[src/rtl/hqm_aw_rtdr_pkg.sv]
// Shared types and helpers for the remote TDR bank: FSM state encoding,
// counter sizing and the one-hot select check.
package hqm_aw_rtdr_pkg;

  typedef enum logic [1:0] {
    IDLE  = 2'd0,
    CAP   = 2'd1,
    SHIFT = 2'd2
  } rtdr_state_t;

  // Upper bound on bank size accepted by onehot_valid.
  localparam int unsigned MAX_REG = 64;

  // The counter must reach DWIDTH+1 so that an over-length shift is distinguishable.
  function automatic int unsigned count_width(input int unsigned dwidth);
    return $clog2(dwidth + 2);
  endfunction

  function automatic logic onehot_valid(input logic [MAX_REG-1:0] vec);
    return (vec != '0) && ((vec & (vec - {{(MAX_REG-1){1'b0}}, 1'b1})) == '0);
  endfunction

endpackage

[src/rtl/hqm_aw_rtdr_bank_if.sv]
// TAP-side strobes and functional-side parallel buses of the remote TDR bank.
// The master drives the DR-phase strobes; the slave is the bank itself.
interface hqm_aw_rtdr_bank_if #(
  parameter int unsigned DWIDTH  = 32,
  parameter int unsigned NUM_REG = 4
);

  logic                              tdi;
  logic [NUM_REG-1:0]                irdec;
  logic                              capturedr;
  logic                              shiftdr;
  logic                              updatedr;
  logic                              unlock;
  logic                              err_clr;
  logic [NUM_REG-1:0][DWIDTH-1:0]    func_pi;
  logic [NUM_REG-1:0][DWIDTH-1:0]    func_po;
  logic [NUM_REG-1:0]                upd_pulse;
  logic                              len_err;
  logic                              lock_err;
  logic                              tdo;

  modport master (
    output tdi, irdec, capturedr, shiftdr, updatedr, unlock, err_clr, func_pi,
    input  func_po, upd_pulse, len_err, lock_err, tdo
  );

  modport slave (
    input  tdi, irdec, capturedr, shiftdr, updatedr, unlock, err_clr, func_pi,
    output func_po, upd_pulse, len_err, lock_err, tdo
  );

endinterface

[src/rtl/hqm_aw_rtdr_shift_chain.sv]
// Shared capture/shift register of the bank with a saturating shift counter.
// Load wins over shift; the counter stops at DWIDTH+1.
module hqm_aw_rtdr_shift_chain #(
  parameter int unsigned DWIDTH = 32,
  parameter int unsigned CW     = 6
) (
  input  logic              tck,
  input  logic              trst,
  input  logic              load_i,
  input  logic              shift_i,
  input  logic              tdi_i,
  input  logic [DWIDTH-1:0] par_i,
  output logic [DWIDTH-1:0] chain_o,
  output logic [CW-1:0]     count_o
);

  localparam logic [CW-1:0] CNT_MAX = CW'(DWIDTH + 1);

  logic [DWIDTH-1:0] chain_q, chain_d;
  logic [CW-1:0]     count_q, count_d;

  always_comb begin
    // NOTE: every variable gets a default first so no path leaves it unassigned (no latch).
    chain_d = chain_q;
    count_d = count_q;
    if (load_i) begin
      chain_d = par_i;
      count_d = '0;
    end else if (shift_i) begin
      chain_d = {tdi_i, chain_q[DWIDTH-1:1]};
      if (count_q != CNT_MAX) begin
        count_d = count_q + CW'(1);
      end
    end
  end

  // NOTE: sequential state uses non-blocking assignments so all flops update together.
  always_ff @(posedge tck) begin
    if (trst) begin
      chain_q <= '0;
      count_q <= '0;
    end else begin
      chain_q <= chain_d;
      count_q <= count_d;
    end
  end

  assign chain_o = chain_q;
  assign count_o = count_q;

endmodule

[src/rtl/hqm_aw_rtdr_bank.sv]
// Bank of NUM_REG remote TDRs sharing one capture/shift chain, with length
// and unlock checks on update, sticky error flags and a 1-bit bypass path.
module hqm_aw_rtdr_bank
  import hqm_aw_rtdr_pkg::*;
#(
  parameter int unsigned       DWIDTH    = 32,
  parameter int unsigned       NUM_REG   = 4,
  parameter logic [DWIDTH-1:0] RESET_VAL = '0,
  parameter bit                CHECK_LEN = 1'b1
) (
  input logic               tck,
  input logic               trst,
  hqm_aw_rtdr_bank_if.slave bus
);

  localparam int unsigned SEL_W = (NUM_REG > 1) ? $clog2(NUM_REG) : 1;
  localparam int unsigned CW    = count_width(DWIDTH);

  rtdr_state_t                    state_q, state_d;
  logic [SEL_W-1:0]               sel_q, sel_d;
  logic [NUM_REG-1:0][DWIDTH-1:0] func_po_q, func_po_d;
  logic [NUM_REG-1:0]             upd_pulse_q, upd_pulse_d;
  logic                           len_err_q, len_err_d;
  logic                           lock_err_q, lock_err_d;
  logic                           byp_q, byp_d;

  logic [MAX_REG-1:0] irdec_ext;
  logic               sel_valid;
  logic [SEL_W-1:0]   sel_idx;
  logic               same_sel;
  logic               load, shift;
  logic               commit, set_len, set_lock;
  logic [DWIDTH-1:0]  chain;
  logic [CW-1:0]      count;

  assign irdec_ext = MAX_REG'(bus.irdec);
  assign sel_valid = onehot_valid(irdec_ext);

  always_comb begin
    sel_idx = '0;
    for (int i = 0; i < int'(NUM_REG); i++) begin
      if (bus.irdec[i]) begin
        sel_idx = SEL_W'(i);
      end
    end
  end

  // The operation continues only while the decode still points at the captured register.
  assign same_sel = sel_valid && (sel_idx == sel_q);

  hqm_aw_rtdr_shift_chain #(
    .DWIDTH (DWIDTH),
    .CW     (CW)
  ) u_chain (
    .tck     (tck),
    .trst    (trst),
    .load_i  (load),
    .shift_i (shift),
    .tdi_i   (bus.tdi),
    .par_i   (bus.func_pi[sel_idx]),
    .chain_o (chain),
    .count_o (count)
  );

  always_comb begin
    state_d  = state_q;
    sel_d    = sel_q;
    load     = 1'b0;
    shift    = 1'b0;
    commit   = 1'b0;
    set_len  = 1'b0;
    set_lock = 1'b0;
    if (bus.capturedr && sel_valid) begin
      state_d = CAP;
      sel_d   = sel_idx;
      load    = 1'b1;
    end else if (state_q != IDLE) begin
      if (!same_sel) begin
        state_d = IDLE;
      end else if (bus.shiftdr) begin
        state_d = SHIFT;
        shift   = 1'b1;
      end else if (bus.updatedr) begin
        state_d = IDLE;
        if (CHECK_LEN && (count != CW'(DWIDTH))) begin
          set_len = 1'b1;
        end else if (!bus.unlock) begin
          set_lock = 1'b1;
        end else begin
          commit = 1'b1;
        end
      end
    end
  end

  always_comb begin
    func_po_d   = func_po_q;
    upd_pulse_d = '0;
    byp_d       = byp_q;
    if (commit) begin
      func_po_d[sel_q]   = chain;
      upd_pulse_d[sel_q] = 1'b1;
    end
    if (!sel_valid) begin
      if (bus.capturedr) begin
        byp_d = 1'b0;
      end else if (bus.shiftdr) begin
        byp_d = bus.tdi;
      end
    end
    // A new error in the same cycle as err_clr stays set.
    len_err_d  = set_len  | (len_err_q  & ~bus.err_clr);
    lock_err_d = set_lock | (lock_err_q & ~bus.err_clr);
  end

  always_ff @(posedge tck) begin
    if (trst) begin
      state_q     <= IDLE;
      sel_q       <= '0;
      // NOTE: the output slices are individual control flops, not a RAM, so they take a reset value.
      func_po_q   <= {NUM_REG{RESET_VAL}};
      upd_pulse_q <= '0;
      len_err_q   <= 1'b0;
      lock_err_q  <= 1'b0;
      byp_q       <= 1'b0;
    end else begin
      state_q     <= state_d;
      sel_q       <= sel_d;
      func_po_q   <= func_po_d;
      upd_pulse_q <= upd_pulse_d;
      len_err_q   <= len_err_d;
      lock_err_q  <= lock_err_d;
      byp_q       <= byp_d;
    end
  end

  assign bus.func_po   = func_po_q;
  assign bus.upd_pulse = upd_pulse_q;
  assign bus.len_err   = len_err_q;
  assign bus.lock_err  = lock_err_q;
  assign bus.tdo       = ((state_q != IDLE) || sel_valid) ? chain[0] : byp_q;

endmodule

[src/flat_wrapper.sv]
// flat-port wrapper written by rule: the top's interface ports become plain ports
module hqm_aw_rtdr_bank_flat import hqm_aw_rtdr_pkg::*;
#(
  parameter int unsigned       DWIDTH    = 32,
  parameter int unsigned       NUM_REG   = 4,
  parameter logic [DWIDTH-1:0] RESET_VAL = '0,
  parameter bit                CHECK_LEN = 1'b1
)
  (tck, trst, bus_tdi, bus_irdec, bus_capturedr, bus_shiftdr, bus_updatedr, bus_unlock, bus_err_clr, bus_func_pi, bus_func_po, bus_upd_pulse, bus_len_err, bus_lock_err, bus_tdo);
  hqm_aw_rtdr_bank_if #(.DWIDTH(DWIDTH), .NUM_REG(NUM_REG)) bus_i ();
  input logic tck;
  input logic trst;
  input wire logic [$bits(bus_i.tdi)-1:0] bus_tdi;
  input wire logic [$bits(bus_i.irdec)-1:0] bus_irdec;
  input wire logic [$bits(bus_i.capturedr)-1:0] bus_capturedr;
  input wire logic [$bits(bus_i.shiftdr)-1:0] bus_shiftdr;
  input wire logic [$bits(bus_i.updatedr)-1:0] bus_updatedr;
  input wire logic [$bits(bus_i.unlock)-1:0] bus_unlock;
  input wire logic [$bits(bus_i.err_clr)-1:0] bus_err_clr;
  input wire logic [$bits(bus_i.func_pi)-1:0] bus_func_pi;
  output wire logic [$bits(bus_i.func_po)-1:0] bus_func_po;
  output wire logic [$bits(bus_i.upd_pulse)-1:0] bus_upd_pulse;
  output wire logic [$bits(bus_i.len_err)-1:0] bus_len_err;
  output wire logic [$bits(bus_i.lock_err)-1:0] bus_lock_err;
  output wire logic [$bits(bus_i.tdo)-1:0] bus_tdo;
  assign bus_i.tdi = bus_tdi;
  assign bus_i.irdec = bus_irdec;
  assign bus_i.capturedr = bus_capturedr;
  assign bus_i.shiftdr = bus_shiftdr;
  assign bus_i.updatedr = bus_updatedr;
  assign bus_i.unlock = bus_unlock;
  assign bus_i.err_clr = bus_err_clr;
  assign bus_i.func_pi = bus_func_pi;
  assign bus_func_po = bus_i.func_po;
  assign bus_upd_pulse = bus_i.upd_pulse;
  assign bus_len_err = bus_i.len_err;
  assign bus_lock_err = bus_i.lock_err;
  assign bus_tdo = bus_i.tdo;
  hqm_aw_rtdr_bank #(.DWIDTH(DWIDTH), .NUM_REG(NUM_REG), .RESET_VAL(RESET_VAL), .CHECK_LEN(CHECK_LEN)) u_core (.tck(tck), .trst(trst), .bus(bus_i));
endmodule
[config.mk]
export PLATFORM = sky130hd
export DESIGN_NAME = hqm_aw_rtdr_bank_flat
export DESIGN_NICKNAME = d
export VERILOG_FILES = /design/src/rtl/hqm_aw_rtdr_pkg.sv /design/src/rtl/hqm_aw_rtdr_bank_if.sv /design/src/rtl/hqm_aw_rtdr_shift_chain.sv /design/src/rtl/hqm_aw_rtdr_bank.sv /design/src/flat_wrapper.sv
export SDC_FILE = /design/constraint.sdc
export NUM_CORES = 1
export LEC_CHECK = 0
export ABC_AREA = 1
export BUFFER_PORTS_ARGS = -buffer_cell sky130_fd_sc_hd__buf_2
export CELL_PAD_IN_SITES_DETAIL_PLACEMENT = 1
export CELL_PAD_IN_SITES_GLOBAL_PLACEMENT = 1
export CORE_ASPECT_RATIO = 0.8
export CORE_MARGIN = 2
export CORE_UTILIZATION = 37
export CTS_CLUSTER_DIAMETER = 150
export DETAILED_ROUTE_END_ITERATION = 10
export HOLD_SLACK_MARGIN = 0.03
export PLACE_DENSITY = 0.82
export SLEW_MARGIN = 5
export SYNTH_ARGS = -nofsm -noshare
export SYNTH_HDL_FRONTEND = slang
export SYNTH_SLANG_ARGS = --single-unit
[constraint.sdc]
create_clock -name tck -period 2.3 [get_ports tck]
set_input_delay 0.345 -clock tck [delete_from_list [all_inputs] [get_ports tck]]
set_output_delay 0.345 -clock tck [all_outputs]
set_load 0.05 [all_outputs]
; ---- Yosys cells after proc, flatten, opt, wreduce, memory -nomap -nowiden
; Index checks and enable logic that the tools add are counted.
[word_totals]
input_bits = 140
output_inout_bits = 135
regBits = 177
[classes]
reduce_logical = 18
addsub = 2
n_eq_ne = 5
bitwise_logic = 8
magnitude_cmp = 3
n_mux = 45
[op_table]
columns = operator, count
row1 = 128-bit bitwise mux, 1
row2 = 32-bit 2-to-1 mux, 4
row3 = 4-bit by 64-bit AND with 64-bit output, 1
row4 = 32-bit binary-select mux with 2-bit select, 1
row5 = 32-bit demux with 2-bit select, 1
row6 = 64-bit zero test, 1
row7 = 64-bit nonzero test, 1
row8 = 1-bit 2-to-1 mux, 32
row9 = "6-bit inequality test, second input constant", 2
row10 = 2-bit 2-to-1 mux, 5
row11 = 2-bit AND reduction, 4
row12 = 2-bit nonzero test, 4
row13 = "6-bit by 1-bit adder with 6-bit output, second input constant", 1
row14 = "2-bit by 3-bit < comparator with 1-bit output, second input constant", 2
row15 = 2-bit OR reduction, 3
row16 = "4-bit by 1-bit subtractor with 5-bit output, second input constant", 1
row17 = 1-bit logical AND, 4
row18 = "4-bit inequality test, second input constant", 1
row19 = "3-bit inequality test, second input constant", 1
row20 = 1-bit inverter, 3
row21 = 1-bit AND, 2
row22 = 1-bit demux with 2-bit select, 1
row23 = 2-bit == test, 1
row24 = "2-bit by 1-bit greater-or-equal comparator with 1-bit output, second input constant", 1
row25 = other kinds (2), 3

; ---- Depth between registers and ports, before layout
; Gate-level depths: netlist of the first run.
[depth]
ltp_word = 10
depth_mapped = 14
depth_no_buf = 11

; ---- Modules after synthesis
; A second synthesis of the first run with hierarchy kept.
[unflattened]
cells_unflattened = 1263
hier_area_um2 = 8335.5
[by_module_without_submodules]
columns = module, area_per_inst_um2, n_inst, cells_each
row1 = hqm_aw_rtdr_bank, 6628.9, 1, 1053
row2 = hqm_aw_rtdr_shift_chain, 1706.6, 1, 210

; ---- Worst setup path after synthesis of the first run
; Ideal clock, no wire load.
[synth_timing]
path_kind = input port to output port
from = input bus_irdec[1]
to = output bus_tdo
arrival_ns = 1.752
n_path_buf = 1
cell_stages = 8
path_slack_ns = 0.203
t_required_ns = 1.955
cell_sequence = buf_2 -> inv_2 -> nand2_1 -> nand2_1 -> nand2_1 -> nand2_2 -> a21oi_1 -> a31oi_1
[synth_via]
elab_chain_cells = 6
[synth_rtl]
columns = item, line
row1 = from (decl), flat_wrapper.sv:14  ; input wire logic [$bits(bus_i.irdec)-1:0] bus_irdec;
row2 = 4-bit by 1-bit subtractor with 5-bit output, hqm_aw_rtdr_pkg.sv:20  ; return (vec != '0) && ((vec & (vec - {{(MAX_REG-1){1'b0}}, 1'b1})) == '0);
row3 = 4-bit by 64-bit AND with 64-bit output, hqm_aw_rtdr_pkg.sv:20
row4 = 64-bit zero test, hqm_aw_rtdr_pkg.sv:20
row5 = 1-bit logical AND *, hqm_aw_rtdr_pkg.sv:20
row6 = 1-bit logical OR *, hqm_aw_rtdr_bank.sv:141  ; assign bus.tdo = ((state_q != IDLE) || sel_valid) ? chain[0] : byp_q;
row7 = 1-bit 2-to-1 mux *, hqm_aw_rtdr_bank.sv:141
row8 = to (decl), flat_wrapper.sv:25  ; output wire logic [$bits(bus_i.tdo)-1:0] bus_tdo;
; Mark *: on every way between the ends. The rest lies on a longest branch, timed or not.

; ---- Final worst setup path of the first run
; Ends and elaborated chain as after synthesis.

==> results summary, run 1 <==
Of all nets on the critical path, the largest fanout is 11. The average size of a mapped cell is 6.15 sq um. On the final layout, the worst hold slack is 0.183 ns. Measured in cells, the most critical reg-to-reg path has a length of 9.

For the worst setup path, the data arrival time is 1.66 ns. Across the routed clock network, the largest skew measured is 0.0122 ns. The filler-free cell count of the finished design is 1961. The worst register-to-register path begins at u_core.u_chain.count_o[0]. The worst setup path is captured at an output pin. Counting the buffers created by CTS gives 17.

The register clock-pin slew on the reported worst setup and hold paths came out at 0.07 ns. Static timing analysis puts the maximum clock frequency at 499 MHz. Setup slack on the worst reg-to-reg path comes out at 0.36 ns. The x dimension of the die came out at 175 um. Among the stages of the critical path, the cell type that occurs most often is sky130_fd_sc_hd__nand2_1. The instance area after placement is 10200 sq um. The area occupied by multi-input gates is 4100 sq um. The cell family with the largest share of critical-path delay is buffers and inverters. The static leakage power came out at 6.26 nW.

The number of I/O port buffers came out at 274. The via count of the first global-routing pass is 9738. The via density per instance came out at 4.82.

The number of nets handed over by synthesis was 1547. The number of DRC markers after the initial detailed-route iteration came out at 537. The Yosys step of the flow raised 0 warnings. The worst-case clock buffer depth came out at 2. The number of setup violations in the final report came out at 0. The count of buffers added by post-CTS timing repair for setup came out at 0. The number of placement rows came out at 49.

The path with the worst hold slack has its endpoint at u_core.bus.len_err. The share of layout cells above drive strength 1 is 20.9%. Setup repair after global routing left no endpoint under its margin.

The largest voltage drop on the vdd net came out at 0.456 mV. The kind of critical path is primary input to output pin. For this block, the via count after detailed routing is 9458. Routability-driven placement finished with a final weighted congestion of 0.809. The synthesized instance count is 1404.

The cell area after layout is 10800 sq um. In the global route stage, overall resource usage came out at 25.0%. The count of endpoints failing hold in the final timing report was 0. After routing, the total negative slack on setup checks comes to 0 ns. The tightest slew margin relative to the limit is 67.4%. The count of TritonRoute iterations in the first routing pass came out at 4. The run finished with clean final reports. The instance count along the most critical hold path came out at 4.

The layout net count came out at 1783. The chip height is 141 um. The wire length of the first global-routing pass came out at 49.3 mm. The worst endpoint required time is 1.96 ns. The worst hold path belongs to the class primary input to flip-flop. The tool flagged a number of max-cap violations equal to 0. On the worst path, the slowest cell contributes a delay of 0.28 ns.

TritonCTS built the clock tree. The post-route DRC violation count is 0. The cts-stage hold buffer count is 0. The maximum number of pins on one net before global-route repair came out at 84. The slowest stage of the critical path is the sky130_fd_sc_hd__buf_2 cell. The final count of pins violating max slew is 0.

The I/O pin total came out at 275. The total congestion overflow after global routing came out at 0. The sink count of the clock tree came out at 177. The synthesis-to-layout area growth came out at 25.4%. The initial antenna violation count came out at 1. Gates resized during post-CTS repair numbered 0. The floorplan die area came out at 24600 sq um. Power spread over the standard cell area amounts to 609 nW/um^2. The count of distinct cell types in the synthesized netlist is 23. The library cell used most frequently in the layout, excluding fill and tap cells, is sky130_fd_sc_hd__nand2_1. After detailed routing, the average wire length per cell comes to 15.5 um. The library cells used most frequently in the layout, excluding fill and tap cells, are sky130_fd_sc_hd__nand2_1 (411), sky130_fd_sc_hd__nor2_1 (365), sky130_fd_sc_hd__buf_2 (274). After detailed routing, the total wire length is 30.5 mm. In this run, synthesis produced a sequential element count of 177. The final period demand of the worst path came out at 2.00 ns.

The master cell of the clock root buffer is sky130_fd_sc_hd__clkbuf_16. The area of the mapped netlist is 8630 sq um. The placeable core region is 22700 sq um.

The count of nets left with antenna violations once routing finished came out at 0. The deepest level of the CTS H-tree came out at 4. After layout, the worst path uses 87.1% of the clock period. Traced cell by cell, the critical path runs through buf_2 -> buf_4 -> nand2_1 -> nand2_1 -> nand2_1 -> nand2_2 -> a21oi_1 -> a31oi_1 -> buf_2. The endpoint identified for the worst register-to-register timing path is u_core.bus.func_po[51]. The power after layout came out at 0.00659 W. The total buffers and inverters traversed by the critical path came out at 3. The number of fill cells in the layout came out at 3159.

The number of placed instances, taps included, is 1927. The initial utilization of the core area, before any placement, comes to 38.0%. The HPWL after detailed placement came out at 21.8 mm.

The worst setup path is launched from a primary input. The area used by sequential logic in the layout is 3540 sq um. The transition time of the tightest slew-check pin is 0.490 ns. The startpoint of the lowest-slack hold path is bus_err_clr. The later-pin clock latency in the skew report is 0.43 ns. The part of the Yosys area used for sequential elements came out at 41.1%.
-- cell families after synthesis --
family | synth area share (%)
and+or+nand+nor | 38.0
buffers and inverters | 11.6
DFF | 41.1
AOI/OAI and AO/OA | 8.48
xor gates and xnor gates | 0.406
adders and majority gates | 0.435
-- cells in the mapped netlist (all sizes together) --
cell	count	area, sq um
buf	41	274
nand4	13	81.3
a31oi	1	6.26
a21oi	46	230
dfxtp	177	3540
inv	150	563
ha	3	37.5
nor3	4	20.0
nor2	366	1390
nand2	416	1570
clkbuf	43	161
xor2	4	35.0
o21ai	99	495
clkinv	1	3.75
nand3	40	213
-- per-stage QoR --
step | setup WS [ns] | util, %
3_3_place_gp | 0.232 | 45.1
5_1_grt | 0.161 | 47.7
3_5_place_dp | 0.162 | 45.1
2_1_floorplan | 0.203 | -
4_1_cts | 0.287 | 47.7
6_report | 0.296 | 47.7
-- worst reg2reg max path, stage by stage (launching register included) --
cell,delay [ns]
sky130_fd_sc_hd__dfxtp_1,0.37
sky130_fd_sc_hd__inv_1,0.10
sky130_fd_sc_hd__ha_1,0.15
sky130_fd_sc_hd__nand3_1,0.11
sky130_fd_sc_hd__nor2_1,0.31
sky130_fd_sc_hd__nand4_1,0.21
sky130_fd_sc_hd__buf_4,0.31
sky130_fd_sc_hd__nand2_1,0.13
sky130_fd_sc_hd__nand2_1,0.06
sky130_fd_sc_hd__nor2_1,0.12
-- report_power, final --
| group | total (W) | internal, W | switching, W |
|---|---|---|---|
| sequential | 0.00311 | 0.00308 | 0.0000308 |
| combinational | 0.000557 | 0.000201 | 0.000357 |
| clock | 0.00292 | 0.00151 | 0.00141 |
-- final cells by class --
class	instances	share of cell area [%]
Clock inverter	13	1.28
Antenna cell	2	0.0462
Tap cell	306	3.54
Timing Repair Buffer	301	15.1
Multi-Input combinational cell	992	37.8
Clock buffer	19	4.18
Sequential cell	177	32.7
Inverter	151	5.26
-- state kept, by name (all words and copies together) (netlist names) --
register	flops
u_core.sel_q	2
u_core.bus.len_err	1
u_core.u_chain.chain_o	32
u_core.bus.lock_err	1
u_core.byp_q	1
u_core.bus.upd_pulse	4
u_core.u_chain.count_o	6
u_core.bus.func_po	128
u_core.state_q	2
-- worst max-delay path by stage --
stage	slack, ns	endpoint	depth (start not counted)	start
after floorplan	0.20	bus_tdo	8	bus_irdec[1]
after global placement	0.23	u_core.bus.func_po[28]	11	bus_irdec[1]
after detailed placement	0.16	u_core.u_chain.count_o[2]	10	bus_irdec[1]
after CTS	0.29	bus_tdo	9	bus_irdec[1]
after global routing	0.16	bus_tdo	9	bus_irdec[1]
final	0.30	bus_tdo	9	bus_irdec[1]
-- metal layers --
metal / share of wire, % / GRT usage (%) / up-vias
met1: 45 / 31.6 / 4477
li1: - / - / 4708
met5: 0.043 / 0 / -
met3: 4.7 / 4.56 / 36
met2: 48 / 44.1 / 235
met4: 1.7 / 6.45 / 2
Note: power is estimated with default switching activity, not from simulation.
==> run 2: changes to the inputs <==
Settings changed: ABC_AREA 1 to 0, CORE_UTILIZATION 37 to 40, PLACE_DENSITY 0.82 to 0.83.
==> run 2 against run 1 <==
- synthesized area decreased by 8.7%
- combinational power increased by 4.7%
- sequential share of layout area increased by 1.6 points
- via count decreased by 20%
- flip-flop and latch count unchanged
- highest routed layer unchanged
==> results summary, run 2 <==
The x dimension of the die came out at 161 um (-7.9%). The placer congestion estimate came out at 0.896 (+11%). The number of I/O port buffers is 274 (unchanged). The synthesized instance count came out at 869 (-38%). The number of fill cells in the layout is 2318 (-27%).

The flop and latch count out of synthesis is 177 (unchanged). The top cell types in the final layout, fill and taps aside, are sky130_fd_sc_hd__buf_2 (274), sky130_fd_sc_hd__dfxtp_1 (177), sky130_fd_sc_hd__nand2_1 (171). The timing-limited maximum frequency came to 461 MHz (-7.5%).

The antenna violation net count after detailed routing came out at 0 (unchanged). The post-route DRC violation count is 0 (unchanged). The count of distinct cell types in the synthesized netlist came out at 53 (+130%). The overall routing resource usage came out at 26.9% (+1.9 points).

The wire length of the first global-routing pass came out at 43.5 mm (-12%). The number of placement rows is 45 (-8.2%). The area used by sequential logic in the layout was 3540 sq um (unchanged). The capturing element type of the critical path is an output pin. The cts-stage hold buffer count came out at 0 (unchanged).

The deepest level of the CTS H-tree is 4 (unchanged). The sink count of the clock tree is 177 (unchanged). The via count of the first global-routing pass came out at 7824 (-20%). The total congestion overflow after global routing came out at 0 (unchanged). The tightest slew margin relative to the limit is 58.0% (-9.4 points).

The transition time of the tightest slew-check pin is 0.623 ns (+0.134 ns). The maximum fanout along the worst path came out at 11 (unchanged). The count of endpoints failing hold in the final timing report was 0 (unchanged). The post-synth net total came to 1012 (-35%). After synthesis, the cell types taking the most area are sky130_fd_sc_hd__dfxtp_1 (45%), sky130_fd_sc_hd__mux2i_1 (17%), sky130_fd_sc_hd__nand2_1 (8.1%). The initial antenna violation count was 5 (+4). In this run the most used layer during global routing was met2. In the synthesized netlist the dominant register cell turns out to be sky130_fd_sc_hd__dfxtp_1. The number of DRC markers after the initial detailed-route iteration came out at 372 (-31%). The I/O pin total came out at 275 (unchanged). The number of flip-flops in the largest register came out at 128 (unchanged). The via density per instance was 5.41 (+12%). The static leakage power is 4.96 nW (-21%). The TritonCTS clock tree is yes.

Ranked by instance count, the synthesized netlist is headed by sky130_fd_sc_hd__dfxtp_1 (177), sky130_fd_sc_hd__nand2_1 (171), sky130_fd_sc_hd__mux2i_1 (130). The number of enable-type register cells in the synthesized netlist came to 0 (unchanged). The placeable core region came out at 19100 sq um (-16%). The fraction of met3 tracks used by global routing is 4.96% (+0.40 points). The most repeated cell in the gate-level netlist after synthesis is sky130_fd_sc_hd__dfxtp_1. The share of the core filled with cells in the final layout is 53.9% (+6.2 points). The wire length per cell after detailed routing is 20.2 um (+30%). The starting utilization of the core area was 41.2% (+3.1 points). The run finished with clean final reports. The maximum clock skew at final layout was 0.00923 ns (-0.00296 ns). The startpoint identified for the worst register-to-register timing path is u_core.sel_q[1]. The final period demand of the worst path is 2.17 ns (+0.164 ns). The power per cell area came out at 648 nW/um^2 (+6.4%).

The category of the worst setup path launch point is a primary input. The layout net count came out at 1275 (-28%). The startpoint of the lowest-slack hold path is bus_err_clr. The average size of a mapped cell is 9.07 sq um (+48%). The worst-case clock buffer depth is 2 (unchanged). The area of the mapped netlist came out at 7880 sq um (-8.7%).

The later-pin clock latency in the skew report is 0.43 ns (about the same). The synthesis-to-layout area growth is 31.0%. The share of layout cells above drive strength 1 came out at 31.5% (+11 points). The chip height came to 130 um (-7.8%). The area occupied by multi-input gates is 3980 sq um (-2.7%). The number of setup violations in the final report is 0 (unchanged). The worst endpoint required time is 1.96 ns (about the same).

The proportion of register bits with asynchronous set or reset after synthesis is 0% (unchanged). Setup repair after global routing left no endpoint under its margin. The kind of critical path is primary input to output pin.

The count of TritonRoute iterations in the first routing pass is 4 (unchanged). The cell type with the highest aggregate area in the netlist is sky130_fd_sc_hd__dfxtp_1. The number of buffers added by the clock tree synthesis step is 17 (unchanged).

The largest voltage drop on the vdd net is 0.528 mV (+16%). The library cell used most frequently in the layout, excluding fill and tap cells, is sky130_fd_sc_hd__buf_2. The tightest min-delay check is of the primary input to flip-flop type. The final count of pins violating max slew came out at 0 (unchanged). The count of buffers added by post-CTS timing repair for setup came out at 0 (unchanged). The maximum number of pins on one net before global-route repair came out at 84 (unchanged). The HPWL after detailed placement is 21.2 mm (-2.7%). The met2 capacity usage during global routing came out at 46.5% (+2.4 points). The register clock-pin slew on the reported worst setup and hold paths came out at 0.07 ns (about the same). The floorplan die area came out at 20800 sq um (-15%).

The part of the Yosys area used for sequential elements is 45.0% (+3.9 points). The top cell type's share of synthesized area came out at 45.0% (+3.9 points). The instance area after placement came out at 9710 sq um (-5.0%). The routed wire length is 28.4 mm (-6.7%).

The cell area after layout is 10300 sq um (-4.6%). The number of max-cap violations came out at 0 (unchanged). Tracing the worst setup path back leads to its startpoint at bus_irdec[1].

The routed via count is 7595 (-20%). The arrival time of the worst setup path came to 1.82 ns (+0.16 ns). The fraction of met1 tracks used by global routing came out at 34.8% (+3.1 points).

The number of warnings printed during yosys synthesis is 0 (unchanged). The total of cells resized after clock tree synthesis is 0 (unchanged). The root buffer cell chosen for the clock tree is sky130_fd_sc_hd__clkbuf_16. The post-route clock period utilization is 94.3% (+7.1 points).
run 2: cell count changes after synthesis, moves of 32 or more:
| cell | delta |
|---|---|
| sky130_fd_sc_hd__inv_1 | -139 |
| sky130_fd_sc_hd__mux2i_1 | +130 |
| sky130_fd_sc_hd__nand2_1 | -240 |
| sky130_fd_sc_hd__nand3_1 | -33 |
| sky130_fd_sc_hd__nor2_1 | -287 |
| sky130_fd_sc_hd__o21ai_0 | -94 |
| sky130_fd_sc_hd__o2bb2ai_1 | +62 |
| sky130_fd_sc_hd__o32ai_1 | +32 |
run 2: cell type report:
cell class                      count  area share [%]
Clock buffer                       19            4.39
Tap cell                          258            3.13
Inverter                            9           0.351
Timing Repair Buffer              315            17.7
Antenna cell                        3          0.0727
Clock inverter                     12            1.45
Sequential cell                   177            34.3
Multi-Input combinational cell    612            38.6
run 2: routing by layer:
metal | vias up | share of wire (%)
li1 | 3624 | -
met1 | 3686 | 45
met2 | 248 | 48
met3 | 33 | 5.8
met4 | 4 | 1.5
met5 | - | 0.095
run 2: report_power, final:
part | internal, W | switching (W) | leakage, nW | total (W)
clock network | 0.00168 | 0.00129 | 0.298 | 0.00297
logic | 0.000239 | 0.000343 | 3.23 | 0.000583
registers | 0.00310 | 0.0000413 | 1.43 | 0.00314
total | 0.00502 | 0.00167 | 4.96 | 0.00669
run 2: per-stage QoR:
stage          hold WS, ns  setup TNS, ns  cells  power (W)  setup WS [ns]
2_1_floorplan        0.448              0    869    0.00349         0.0589
3_3_place_gp         0.440              0   1371    0.00377         0.0506
3_5_place_dp         0.451         -0.127   1371    0.00379        -0.0637
4_1_cts              0.184              0   1402    0.00672          0.168
5_1_grt              0.220              0   1405    0.00692         0.0354
6_report             0.188              0   1405    0.00669          0.132
run 2: worst max-delay path, stage by stage:
cell and delay, ns:
sky130_fd_sc_hd__buf_2 0.11, sky130_fd_sc_hd__buf_4 0.19, sky130_fd_sc_hd__xor2_1 0.20, sky130_fd_sc_hd__a22oi_1 0.36, sky130_fd_sc_hd__nand2_1 0.10, sky130_fd_sc_hd__mux2_2 0.30
sky130_fd_sc_hd__buf_2 0.21
run 2: cell families (layout without fill, tap and decap cells):
kind of cell	count (synthesis)	after routing	share of synthesized area [%]
compound gates	190	190	17.5
xor+xnor	2	2	0.222
fa+ha+maj	3	3	0.476
buf+inv	80	355	4.73
flops	177	177	45.0
mux	131	131	16.7
other cells	0	3	0
simple gates	286	286	15.5
run 2: final timing paths:
path | to | slack [ns] | depth (start not counted)
setup / recovery | bus_tdo | 0.13 | 7
hold / removal | u_core.bus.len_err | 0.19 | 3
setup reg to reg | u_core.u_chain.chain_o[14] | 0.18 | 8
hold reg to reg | u_core.bus.func_po[109] | 0.46 | 2
